<file path="src/rtl/keypad_pkg.sv">
// keypad_pkg: shared types and constants for the 4x4 keypad scanner.
// Holds the controller state encoding, the row/column-to-hex key map and
// small combinational helpers used by keypad_scan_ctrl.
package keypad_pkg;

  typedef enum logic [2:0] {
    SETTLE,
    SCAN,
    DEB_PRESS,
    PRESSED,
    HELD,
    DEB_RELEASE
  } kp_state_t;

  // KEYMAP[row][col] gives the hex code printed on that key.
  localparam logic [3:0] KEYMAP [4][4] = '{
    '{4'h1, 4'h2, 4'h3, 4'hA},
    '{4'h4, 4'h5, 4'h6, 4'hB},
    '{4'h7, 4'h8, 4'h9, 4'hC},
    '{4'hE, 4'h0, 4'hF, 4'hD}
  };

  // Index of the lowest set column bit; the lowest column wins on multi-hot.
  function automatic logic [1:0] lowest_col(input logic [3:0] c);
    logic [1:0] idx;
    idx = 2'd0;
    casez (c)
      4'b???1: idx = 2'd0;
      4'b??10: idx = 2'd1;
      4'b?100: idx = 2'd2;
      4'b1000: idx = 2'd3;
      default: idx = 2'd0;
    endcase
    return idx;
  endfunction

  // True when more than one column line is active.
  function automatic logic is_multi(input logic [3:0] c);
    return (c & (c - 4'd1)) != 4'd0;
  endfunction

  // One-hot row drive pattern for a row index.
  function automatic logic [3:0] row_onehot(input logic [1:0] idx);
    return 4'b0001 << idx;
  endfunction

endpackage

</file>
<file path="src/rtl/sync2.sv">
// sync2: parameterised-width two-flop synchroniser for signals that are
// asynchronous to clk. Output lags the input by two clock edges.
module sync2 #(
  parameter int W = 1
) (
  input  logic         clk,
  input  logic         reset,
  input  logic [W-1:0] d,
  output logic [W-1:0] q
);

  logic [W-1:0] meta;

  // Two back-to-back flops; the first may go metastable, the second resolves it.
  always_ff @(posedge clk or posedge reset) begin
    if (reset) begin
      meta <= '0;
      q    <= '0;
    end else begin
      meta <= d;
      q    <= meta;
    end
  end

endmodule

</file>
<file path="src/rtl/keypad_scan_ctrl.sv">
// keypad_scan_ctrl: 4x4 keypad matrix scanner with press/release debounce,
// hex encoding and a valid/ready hold register toward the display logic.
// Optional build macro: KEYPAD_GHOST_REJECT_EN -- when defined, multi-column
// readings are treated as "no key" while scanning and debouncing a press;
// when undefined, the lowest active column is taken.
module keypad_scan_ctrl
  import keypad_pkg::*;
#(
  parameter int SETTLE_CYCLES   = 4,
  parameter int DEBOUNCE_CYCLES = 20000,
  parameter int CNT_W           = 16
) (
  input  logic       clk,
  input  logic       reset,
  input  logic [3:0] cols,
  output logic [3:0] rows,
  output logic [3:0] key_code,
  output logic       key_valid,
  input  logic       key_ready,
  output logic       scanning
);

  localparam logic [CNT_W-1:0] SETTLE_LAST = CNT_W'(SETTLE_CYCLES - 1);
  localparam logic [CNT_W-1:0] DEB_LAST    = CNT_W'(DEBOUNCE_CYCLES - 1);
  localparam logic [CNT_W-1:0] CNT_ONE     = CNT_W'(1);

  logic [3:0]       cols_s;
  kp_state_t        state;
  logic [1:0]       row_idx;
  logic [1:0]       cand_row;
  logic [3:0]       cand_col;
  logic [3:0]       code_pend;
  logic [CNT_W-1:0] cnt;
  logic             press_ok;

  sync2 #(.W(4)) u_cols_sync (
    .clk   (clk),
    .reset (reset),
    .d     (cols),
    .q     (cols_s)
  );

  // A reading in SCAN that is allowed to start a press debounce.
`ifdef KEYPAD_GHOST_REJECT_EN
  assign press_ok = (cols_s != 4'd0) && !is_multi(cols_s);
`else
  assign press_ok = (cols_s != 4'd0);
`endif

  // Scan/debounce FSM with registered row drive, key hold register and status.
  always_ff @(posedge clk or posedge reset) begin
    if (reset) begin
      state     <= SETTLE;
      row_idx   <= 2'd0;
      rows      <= 4'b0001;
      cnt       <= '0;
      cand_row  <= 2'd0;
      cand_col  <= 4'd0;
      code_pend <= 4'd0;
      key_code  <= 4'd0;
      key_valid <= 1'b0;
      scanning  <= 1'b1;
    end else begin
      // Consumer took the key this cycle; a load in PRESSED can only follow.
      if (key_valid && key_ready) begin
        key_valid <= 1'b0;
      end

      case (state)
        SETTLE: begin
          if (cnt == SETTLE_LAST) begin
            cnt   <= '0;
            state <= SCAN;
          end else begin
            cnt <= cnt + CNT_ONE;
          end
        end

        SCAN: begin
          cnt <= '0;
          if (press_ok) begin
            cand_row <= row_idx;
            cand_col <= cols_s;
            scanning <= 1'b0;
            state    <= DEB_PRESS;
          end else begin
            row_idx <= row_idx + 2'd1;
            rows    <= row_onehot(row_idx + 2'd1);
            state   <= SETTLE;
          end
        end

        DEB_PRESS: begin
          // Any change of the column pattern restarts scanning on this row.
          if (cols_s != cand_col) begin
            cnt      <= '0;
            scanning <= 1'b1;
            state    <= SETTLE;
          end else if (cnt == DEB_LAST) begin
            cnt       <= '0;
            code_pend <= KEYMAP[cand_row][lowest_col(cand_col)];
            state     <= PRESSED;
          end else begin
            cnt <= cnt + CNT_ONE;
          end
        end

        PRESSED: begin
          // Stall here while the previous key still sits unconsumed.
          cnt <= '0;
          if (!key_valid) begin
            key_code  <= code_pend;
            key_valid <= 1'b1;
            state     <= HELD;
          end
        end

        HELD: begin
          // Only full release matters; other column activity is ignored.
          cnt <= '0;
          if (cols_s == 4'd0) begin
            state <= DEB_RELEASE;
          end
        end

        DEB_RELEASE: begin
          if (cols_s != 4'd0) begin
            cnt   <= '0;
            state <= HELD;
          end else if (cnt == DEB_LAST) begin
            cnt      <= '0;
            row_idx  <= cand_row + 2'd1;
            rows     <= row_onehot(cand_row + 2'd1);
            scanning <= 1'b1;
            state    <= SETTLE;
          end else begin
            cnt <= cnt + CNT_ONE;
          end
        end

        default: begin
          cnt      <= '0;
          scanning <= 1'b1;
          state    <= SETTLE;
        end
      endcase
    end
  end

endmodule

</file>
<file path="config.mk">
export PLATFORM = sky130hd
export DESIGN_NAME = keypad_scan_ctrl
export DESIGN_NICKNAME = d
export VERILOG_FILES = /design/src/rtl/keypad_pkg.sv /design/src/rtl/sync2.sv /design/src/rtl/keypad_scan_ctrl.sv
export SDC_FILE = /design/constraint.sdc
export NUM_CORES = 1
export LEC_CHECK = 0
export BUFFER_PORTS_ARGS = -buffer_cell sky130_fd_sc_hd__buf_2
export CORE_MARGIN = 1
export CORE_UTILIZATION = 39
export CTS_BUF_LIST = sky130_fd_sc_hd__clkbuf_8
export DETAILED_ROUTE_END_ITERATION = 10
export GPL_ROUTABILITY_DRIVEN = 0
export SYNTH_ARGS = -nofsm -noshare
export SYNTH_HDL_FRONTEND = slang
export SYNTH_SLANG_ARGS = --single-unit
export TNS_END_PERCENT = 5
</file>
<file path="constraint.sdc">
create_clock -name clk -period 2.3 [get_ports clk]
set_clock_uncertainty 0.05 [all_clocks]
set_input_delay 0.46 -clock clk [delete_from_list [all_inputs] [get_ports clk]]
set_output_delay 0.46 -clock clk [all_outputs]
set_load 0.02 [all_outputs]
</file>
==> run_results.csv <==
group,metric,value,unit
timing,setup_viol,0,
global_route,track_usage,15.5,%
route,routed_wl,4230,um
power,pwr-share-seq,42.5,%
clock_network,path_clk_slew,0.09,ns
place,dp_hpwl,3030,um
clock_network,cts_buffers,5,
global_route,grt_max_degree,32,
synth,synth_seq_cells,49,
synth,synth_area_leaders,"dfrtp_1, mux2_2, nor2_1, xor2_1, nand2_1",
critical_path,critPathKind,"reg2reg",
route,first_pass_iters,4,
timing,holdWs,0.171,ns
global_route,grt_pass1_wl,7600,um
power,p_clk_share,22.4,%
clock_network,clk_path_buf_depth,2,
synth,yosysSeqAreaShare,51.3,%
route,vias,1640,
critical_path,cp-startpoint,"u_cols_sync.q[1]",
die,coreArea,0.00592,mm^2
synth,synthDistinctLibCells,42,
timing,tightest_slew,0.618,ns
critical_path,rr_worst_depth,5,
run_status,status,"finished, final reports clean",
die,rows,28,
power,peakVddDrop,0.000370,V
critical_path,cp_data_required_time,2.44,ns
timing,fin_crit_sh,92.4,%
synth,synth_area,0.00239,mm^2
global_route,antenna_found_initial,0,
timing,min_period,2.12,ns
finish,post-route-util,46.3,%
critical_path,end_kind,"flop",
finish,multi_input_area,0.00111,mm^2
route,via_per_inst,5.09,
die,die_h,80.4,um
synth,synth_ff_type,"dfrtp_1",
power,switchingPower,1.02,mW
synth,yosysTopAreaCellShare,49.1,%
route,wl_per_cell,13.1,um
critical_path,crit_path_top_delay_cell,"or4_4",
timing,max-slew-margin-rel,58.7,%
clock_network,cts_tree,"built",
power,power.density,1040,mW/mm^2
route,drc,0,
place,placed_cell_area,0.00261,mm^2
synth,synth_edf_count,0,
place,io_buffers,16,
power,power,2.85,mW
finish,num-fill-cells,560,
critical_path,reg2reg_slack,0.18,ns
finish,final_area,0.00274,mm^2
die,start_util,40.4,%
die,die_w,80.4,um
finish,syn2layout_area_growth,14.6,%
clock_network,htree_levels,2,
synth,ys_async_sr_fraction,100,%
flow_run,cap_viol_max_count,0,
critical_path,path_max_fanout,8,
clock_network,cts_sinks,49,
critical_path,arrival,2.27,ns
worst_hold_path,hold_class,"in2async",
timing,hold_viol_final,0,
critical_path,cp_cell_sequence,"or4_4 -> o2bb2ai_1 -> a32oi_2 -> nand3_1 -> mux2_2",
route,dr.first_iter.drc_count,106,
power,sw_frac_of_total,35.7,%
synth,syn_avg_cell_area,10.8,um^2
synth,netlist_instances,221,
die,io-pin-count,17,
power,p_int,1.84,mW
timing,setup_tns,0,ns
finish,drive_gt1_share,26.3,%
global_route,overflow,0,
finish,nets,258,
critical_path,cp-start-kind,"flop",
power,p_comb_share,35.1,%
critical_path,rr_endpoint,"state[0]",
critical_path,cp_num_buf_inv,0,
synth,synthTopCellsByCount,"dfrtp_1, nor2_1, nand2_1",
timing,rsz0062_at_grt,"no",
global_route,grt_pass1_vias,1591,
finish,seq_area,0.00123,mm^2
critical_path,crit_family,"simple AND/OR/NAND/NOR gates",
finish,antenna_cells,0,
route,postRouteAntennaNets,0,
timing,slew_viol_final,0,
synth,synth_top_cell_by_area,"dfrtp_1",
clock_network,clk_latency,0.30,ns
critical_path,critPathMaxStageDelay,0.62,ns
critical_path,r2r_start,"u_cols_sync.q[1]",
clock_network,clockRootBuffer,"clkbuf_8",
power,leakage,1.28,nW
synth,yosysMostFrequentCell,"dfrtp_1",
die,die-area,0.00646,mm^2
timing,max_freq,471,MHz
synth,syn_nets,233,
synth,ys.warnings.count,0,
[final cells by class]
class | instances | share of cell area [%]
clock buffer | 6 | 3.01
clock inverter | 2 | 1.37
inverter | 6 | 0.821
multi-input combinational | 156 | 40.4
sequential | 49 | 44.8
tap | 75 | 3.42
timing repair buffer | 28 | 6.20
[power groups by stage]
stage	logic [mW]	clock network [mW]	registers, mW
2_1_floorplan	0.785	0	1.15
3_3_place_gp	0.984	0	1.22
3_5_place_dp	0.987	0	1.23
4_1_cts	0.997	0.658	1.21
5_1_grt	1.13	0.698	1.25
6_report	1.00	0.640	1.21
[cells in the final DEF, fill, tap and decap left out, types with 2 or more instances in the layout]
cell type and instances:
nor3b_1 2, nand3_1 10, dfrtp_1 47, xnor2_1 5, a21o_1 3, dfstp_2 2, inv_1 5, ha_1 5
buf_2 16, buf_4 12, clkbuf_8 6, a21oi_1 3, and4_1 2, nand2b_1 2, nor2b_1 3, nor3_1 7
xor2_1 12, mux2_2 19, o21ai_0 5, nor2_1 29, nand3b_1 4, nand2_1 20, nand4_1 3, and3_1 4
[stage by stage]
stage	instances	worst slack, ns
after global routing	322	0.0620
final	322	0.175
after global placement	313	0.0613
after floorplan	221	0.188
after detailed placement	313	0.0484
after CTS	321	0.0395
[cells by family after synthesis]
family                     after synthesis  share of synthesized area (%)
and+or+nand+nor                         92                           20.1
DFF                                     49                           51.3
AOI/OAI and AO/OA                       22                           7.58
muxes                                   20                           9.35
xor gates and xnor gates                17                           6.22
buffers and inverters                   16                           2.87
adders and majority gates                5                           2.61
[metal layers]
metal	share of wire, %	GRT usage (%)	vias up
met5	0	0	-
met4	2.2	5.71	0
met3	3.7	3.41	8
met2	41	22.1	37
met1	53	22.6	781
li1	-	-	814
[how the worst max path moves through the flow]
stage	endpoint	cells past startpoint
finish	state[0]	5
global route	rows[1]	6
CTS	row_idx[1]	3
detailed placement	rows[3]	3
global placement	rows[2]	3
floorplan	row_idx[0]	5
[repair_timing]
action / in CTS / in global routing
hold buffers: 0 / 0
setup endpoints to repair: 0 / 8
gates resized for setup: 0 / 2
setup buffers: 0 / 1
[state kept, by name, summed over array words and instances (netlist names), 3 cells and up]
register / cells
u_cols_sync.q: 4
code_pend: 4
state: 3
cnt: 16
key_code: 4
rows: 4
u_cols_sync.meta: 4
cand_col: 4
Power figures use the tool's default switching activity.
